## src/rtl/fetch_controller.sv

```systemverilog
// Fetch sequencer: issues imem reads in RUN and queues {pc,instr} in a 2-entry FIFO for decode; PC->out_valid is 1 cycle.
// Issue stalls while the FIFO is full and not popping; redirect flushes. Optional FETCH_BOUNDS_CHECK_EN adds a sticky alignment/range fault.
module fetch_controller #(
  parameter logic [31:0] RESET_PC    = 32'h0000_0000,
  parameter int unsigned DEPTH_WORDS = 1024
) (
  input  logic        clk,
  input  logic        rst,
  input  logic        start,
  input  logic        halt_req,
  input  logic        redir_valid,
  input  logic [31:0] redir_pc,
  output logic        imem_ce,
  output logic        imem_read_en,
  output logic [31:0] imem_pc,
  input  logic [31:0] imem_instr,
  output logic        out_valid,
  input  logic        out_ready,
  output logic [31:0] out_instr,
  output logic [31:0] out_pc,
  output logic        busy,
  output logic        fault
);

  typedef enum logic [1:0] {ST_IDLE, ST_RUN, ST_HALT} state_e;

  typedef struct packed {
    logic [31:0] pc;
    logic [31:0] instr;
  } fetch_ent_t;

  state_e      state_q, state_d;
  logic [31:0] fetch_pc_q, fetch_pc_d;
  fetch_ent_t  ent0_q, ent0_d;
  fetch_ent_t  ent1_q, ent1_d;
  fetch_ent_t  new_ent;
  logic [1:0]  count_q, count_d;
  logic        fault_q, fault_d;
  logic        pop, can_issue, issue, fault_set, pc_bad;

`ifdef FETCH_BOUNDS_CHECK_EN
  localparam logic [32:0] PC_LIMIT = 33'(DEPTH_WORDS) * 33'd4;
  assign pc_bad = (fetch_pc_q[1:0] != 2'b00) || ({1'b0, fetch_pc_q} >= PC_LIMIT);
`else
  assign pc_bad = 1'b0;
`endif

  // A redirect kills the head even when decode is ready in the same cycle.
  assign pop       = out_valid && out_ready && !redir_valid;
  assign can_issue = (state_q == ST_RUN) && !redir_valid && ((count_q != 2'd2) || pop);
  assign fault_set = can_issue && pc_bad;
  assign issue     = can_issue && !pc_bad;
  assign new_ent   = '{pc: fetch_pc_q, instr: imem_instr};

  always_comb begin
    state_d = state_q;
    fault_d = fault_q || fault_set;
    case (state_q)
      ST_IDLE, ST_HALT: if (start && !halt_req && !fault_q) state_d = ST_RUN;
      ST_RUN:           if (halt_req || fault_set) state_d = ST_HALT;
      default:          state_d = ST_IDLE;
    endcase
  end

  always_comb begin
    fetch_pc_d = fetch_pc_q;
    if (redir_valid) fetch_pc_d = redir_pc;
    else if (issue)  fetch_pc_d = fetch_pc_q + 32'd4;
  end

  // Shift-style FIFO: ent0 is always the head.
  always_comb begin
    ent0_d  = ent0_q;
    ent1_d  = ent1_q;
    count_d = count_q;
    if (redir_valid) begin
      count_d = 2'd0;
    end else begin
      case ({issue, pop})
        2'b10: begin
          if (count_q == 2'd0) ent0_d = new_ent;
          else                 ent1_d = new_ent;
          count_d = count_q + 2'd1;
        end
        2'b01: begin
          ent0_d  = ent1_q;
          count_d = count_q - 2'd1;
        end
        2'b11: begin
          if (count_q == 2'd1) begin
            ent0_d = new_ent;
          end else begin
            ent0_d = ent1_q;
            ent1_d = new_ent;
          end
        end
        default: ;
      endcase
    end
  end

  always_ff @(posedge clk or posedge rst) begin
    if (rst) begin
      state_q    <= ST_IDLE;
      fetch_pc_q <= RESET_PC;
      ent0_q     <= '0;
      ent1_q     <= '0;
      count_q    <= 2'd0;
      fault_q    <= 1'b0;
    end else begin
      state_q    <= state_d;
      fetch_pc_q <= fetch_pc_d;
      ent0_q     <= ent0_d;
      ent1_q     <= ent1_d;
      count_q    <= count_d;
      fault_q    <= fault_d;
    end
  end

  assign imem_ce      = issue;
  assign imem_read_en = issue;
  assign imem_pc      = fetch_pc_q;
  assign out_valid    = (count_q != 2'd0);
  assign out_pc       = out_valid ? ent0_q.pc : 32'd0;
  assign out_instr    = out_valid ? ent0_q.instr : 32'd0;
  assign busy         = (state_q == ST_RUN) || out_valid;
  assign fault        = fault_q;

endmodule

```

## config.mk

```make
export PLATFORM = sky130hd
export DESIGN_NAME = fetch_controller
export DESIGN_NICKNAME = d
export VERILOG_FILES = /design/src/rtl/fetch_controller.sv
export SDC_FILE = /design/constraint.sdc
export NUM_CORES = 1
export LEC_CHECK = 0
export ABC_AREA = 1
export CAP_MARGIN = 20
export CORE_MARGIN = 2
export CORE_UTILIZATION = 52
export CTS_CLUSTER_DIAMETER = 30
export CTS_CLUSTER_SIZE = 40
export DETAILED_ROUTE_END_ITERATION = 6
export PLACE_DENSITY = 0.77
export SYNTH_ARGS = -nofsm -noshare
export SYNTH_HDL_FRONTEND = slang
export SYNTH_SLANG_ARGS = --single-unit
```

## constraint.sdc

```tcl
create_clock -name clk -period 12.77 [get_ports clk]
set_input_delay 1.9155 -clock clk [delete_from_list [all_inputs] [get_ports clk]]
set_output_delay 1.9155 -clock clk [all_outputs]
set_load 0.02 [all_outputs]
```

# After elaboration in Yosys (flattened, before gate mapping)
# Index checks and enable logic that the tools add are counted.
# classes
n_mux	15
eq_ne	12
n_addsub	3
n_bitwise	1
reduce_logical	20
# op_table
operator	count
2-to-1 mux 64 bit	4
case mux 64 bit (3 select lines)	1
2-to-1 mux 32 bit	4
case mux 64 bit (2 select lines)	1
adder 32 x 3 -> 32 bit (second input constant)	1
!= test 2 bit (second input constant)	6
case mux 2 bit (2 select lines)	2
== test 2 x 1 -> 1 bit (second input constant)	3
== test 2 bit (second input constant)	3
2-to-1 mux 2 bit	3
nonzero test 2 bit	3
nonzero test 3 bit	2
logical AND 1 bit	5
logical NOT 2 bit	2
AND reduction 4 bit	1
AND reduction 3 bit	1
adder 2 x 1 -> 2 bit (second input constant)	1
logical NOT 1 bit	2
logical OR 1 bit	2
AND reduction 2 bit	1
OR reduction 2 bit	1
subtractor 2 x 1 -> 2 bit (second input constant)	1
inverter 1 bit	1
# word_totals
reg_bits	164
elab_cells	58
output_inout_bits	101
input_bits	70

# Logic depth before layout (Yosys ltp)
# depth
ltp_word	8
mapped_depth	12
mapped_depth_nobuf	11

# Worst setup path after synthesis
# Ideal clock, no wire load.
# synth_timing
path_type	input-to-output
startpoint	input redir_valid
endpoint	output imem_read_en
n_path_buf	5
path_stages	8
arrival_ps	3111
setup_slack_ps	7744
path_cell_list	buf_2 > inv_2 > buf_6 > nand2_2 > a21oi_4 > buf_2 > buf_2 > buf_4
# synth_via
elab_chain_len	4
# synth_rtl
item	line_no	source
start, declared	11	input logic redir_valid,
logical NOT 1 bit (*)	49, 50	
logical AND 1 bit	49	assign pop = out_valid && out_ready && !redir_valid;
logical OR 1 bit	50	assign can_issue = (state_q == ST_RUN) && !redir_valid && ((count_q != 2'd2) || pop);
logical AND 1 bit (*)	50	
end, declared	14	output logic imem_read_en,
# Every way passes the cells marked *; elsewhere a longest branch is shown, timed or not.

# Final worst setup path
# Ends and elaborated chain as after synthesis.

==> impl_metrics.py <==
metrics = {
    "clock_tree": {
        "cts-root-buf": "clkbuf_16",
        "clk_latency_ps": 430,
        "clock-sinks": 164,
        "htreeDepth": 4,
        "ctsResizeCount": 0,
        "cts_buffers": 17,
        "clk_pin_slew_ps": 70,
        "cts_max_path_buffers": 2,
        "cts_tree": "built",
        "cts_setup_buffers": 0,
        "hold_buffers": 0,
    },
    "synthesis": {
        "synth.net_count": 1296,
        "ys_ff_latch": 164,
        "ys_seq_area_share_pct": 47.5,
        "syn_inst": 1222,
        "netlist_area_um2": 8650,
        "yosysTopAreaCellShare_pct": 47.5,
        "synth_area_leader_cell": "dfrtp_1",
        "yosysWarnings": 0,
        "avgSynthCellArea_um2": 7.08,
        "post_synth_num_cell_types": 32,
        "yosys-top-cells-area": "dfrtp_1 47%, nand2_1 21%, nor2_1 5.9%",
    },
    "global_routing": {
        "grt_pass1_wl_um": 37400,
        "met2_usage_pct": 41.0,
        "overflow": 0,
        "grt_util_all_layers_pct": 26.3,
        "use_met3_pct": 4.79,
        "antenna_found_initial": 0,
        "grt_start_max_net_pins": 114,
        "groute.layer.met1.usage_pct": 37.5,
        "busiest_layer": "met2",
        "first_global_vias": 7467,
    },
    "timing": {
        "fin_crit_ps": 7110,
        "finalCritPeriodShare_pct": 55.6,
        "hold_viol": 0,
        "tightest_slew_ps": 1060,
        "max_freq_ghz": 0.141,
        "worst_slack_ps": 5660,
        "setup_viol": 0,
        "rsz0062_at_grt": "false",
        "slew_violations": 0,
        "fin_setup_tns_ps": 0,
        "slew_headroom_pct": 29.2,
        "finalClockSkew_ps": 9.82,
    },
    "placed_design": {
        "numPortBuffers": 169,
        "place_congestion": 0.876,
        "post-dp-hpwl_um": 14800,
        "place_area_um2": 10300,
        "place_inst": 1552,
        "pre_cts_slack_ps": 5660,
    },
    "cells_and_area": {
        "synthToLayoutAreaGrowth_pct": 26.0,
        "nets": 1425,
        "finalInstanceArea_um2": 10900,
        "antenna_cells": 0,
        "instances_no_fill": 1583,
        "drive_gt1_share_pct": 4.04,
    },
    "worst_setup_path": {
        "path_depth": 6,
        "timing.rr.end": "ent1_q[21]",
        "cp.arrival_ps": 5190,
        "r2r_slack_ps": 8910,
        "cp_slowest_cell": "clkdlybuf4s50_1",
        "start_kind": "input port",
        "critPathMaxFanout": 38,
        "crit_start": "redir_valid",
        "cp-endpoint": "imem_read_en",
        "cpPeakStageDelay_ps": 970,
        "path_class": "in -> out",
        "critPathRequiredTime_ps": 10850,
        "reg2reg_depth": 14,
        "critPathMostFrequentCell": "clkdlybuf4s50_1",
        "path_cells": "clkdlybuf4s50_1 > inv_2 > nand3_2 > a21oi_4 > buf_4 > clkdlybuf4s50_1",
        "critical_path.top_delay_family": "buffers and inverters",
        "r2r-start": "count_q[0]",
        "worst-path-buf-inv": 4,
        "critPathCaptureType": "output pin",
    },
    "floorplanning": {
        "die_h_um": 133,
        "coreArea_um2": 16400,
        "die-area_um2": 17700,
        "die_w_um": 133,
        "io_pins": 171,
        "start_util_pct": 52.7,
        "fp-row-count": 47,
    },
    "pwr": {
        "p_per_area_nw_per_um2": 201,
        "p_leak_nw": 5.25,
        "vdd_drop_max_mv": 0.173,
    },
    "detailed_routing": {
        "firstDrtPassIters": 5,
        "route.detailed.drc": 0,
        "vias": 8024,
        "viasPerCell": 5.07,
        "ant_nets": 0,
        "detail_route.wl_per_cell_um": 14.3,
        "routed_wl_um": 22600,
        "drt_iter0_markers": 569,
    },
    "min_path": {
        "hold_class": "reg -> reg",
    },
    "run": {
        "drv_cap": 0,
    },
    "run_status": {
        "status": "finished clean",
    },
}
layout by cell type, fill, tap and decap left out, types with 2 or more instances in the layout:
master             n
o21ai_1           41
clkinv_2           4
clkinvlp_4         3
nand2_1          474
o211ai_1           3
ha_1               3
inv_1            113
clkdlybuf4s50_1  169
inv_2              3
xnor2_1            2
a21oi_1            8
nand4_1            5
buf_4              9
inv_6              2
clkinv_4           3
nor2_1           135
dfrtp_1          164
nand3_2            2
nand2_2            3
o21ai_0           79
clkbuf_16         17
xor2_1             3
clkbuf_8           2
nand3_1          101
layer usage:
| metal | routed length, um | up-vias |
|---|---|---|
| met5 | 0 | - |
| met4 | 413 | 0 |
| met3 | 1360 | 33 |
| met2 | 10400 | 245 |
| met1 | 10500 | 3707 |
| li1 | - | 4039 |
per-stage QoR:
stage	utilization [%]	hold slack, ps	total power, W
floorplan	-	442	0.00138
global placement	62.8	453	0.00168
detailed placement	63.0	458	0.00171
CTS	66.4	470	0.00220
global route	66.4	491	0.00234
finish	66.4	465	0.00219
synth_stat cells, drive strengths merged:
cell type	number
nand2	478
dfrtp	164
nor2	135
o21ai	121
inv	117
nand3	103
buf	54
clkbuf	15
a21oi	9
nand4	5
ha	4
o211ai	4
xor2	3
xnor2	2
a21boi	1
a31oi	1
and2	1
conb	1
nand3b	1
nor3	1
o22ai	1
o2bb2ai	1
area by class of cell:
cell class | count | area, um2
clock inverter | 12 | 108
inverter | 117 | 444
clock buffer | 19 | 453
tap | 220 | 275
timing repair buffer | 179 | 1780
sequential | 164 | 4100
multi-input combinational | 872 | 3730
fill | 1455 | 5520
sequential cells by signal (all words and copies together), names as in the netlist:
| name | count |
|---|---|
| ent1_q | 64 |
| state_q | 2 |
| ent0_q | 64 |
| count_q | 2 |
| imem_pc | 32 |
where the power goes:
part	switching (W)	leakage, nW	internal (W)
sequential	0.000114	2.03	0.000729
clock	0.000213	0.271	0.000277
combinational	0.000515	2.95	0.000342
total	0.000842	5.25	0.00135
how the worst min path moves through the flow:
| stage | start | cells after the start | end | slack [ps] |
|---|---|---|---|---|
| 2_1_floorplan | ent1_q[0] | 2 | ent1_q[0] | 440 |
| 3_3_place_gp | ent1_q[37] | 2 | ent1_q[37] | 450 |
| 4_1_cts | state_q[0] | 1 | state_q[0] | 470 |
| 3_5_place_dp | ent1_q[27] | 2 | ent1_q[27] | 460 |
| 5_1_grt | ent1_q[12] | 2 | ent1_q[12] | 490 |
| 6_report | state_q[0] | 1 | state_q[0] | 470 |
cells by family after synthesis:
group | Yosys count | synth area share, %
adder cells (fa/ha/maj) | 4 | 0.579
XOR/XNOR | 5 | 0.507
AND/OR/NAND/NOR | 724 | 33.4
other | 1 | 0.0434
flip-flops | 164 | 47.5
AO/OA/AOI/OAI | 138 | 8.44
buffers and inverters | 186 | 9.61
No activity file was read; power rests on OpenSTA's default activity.
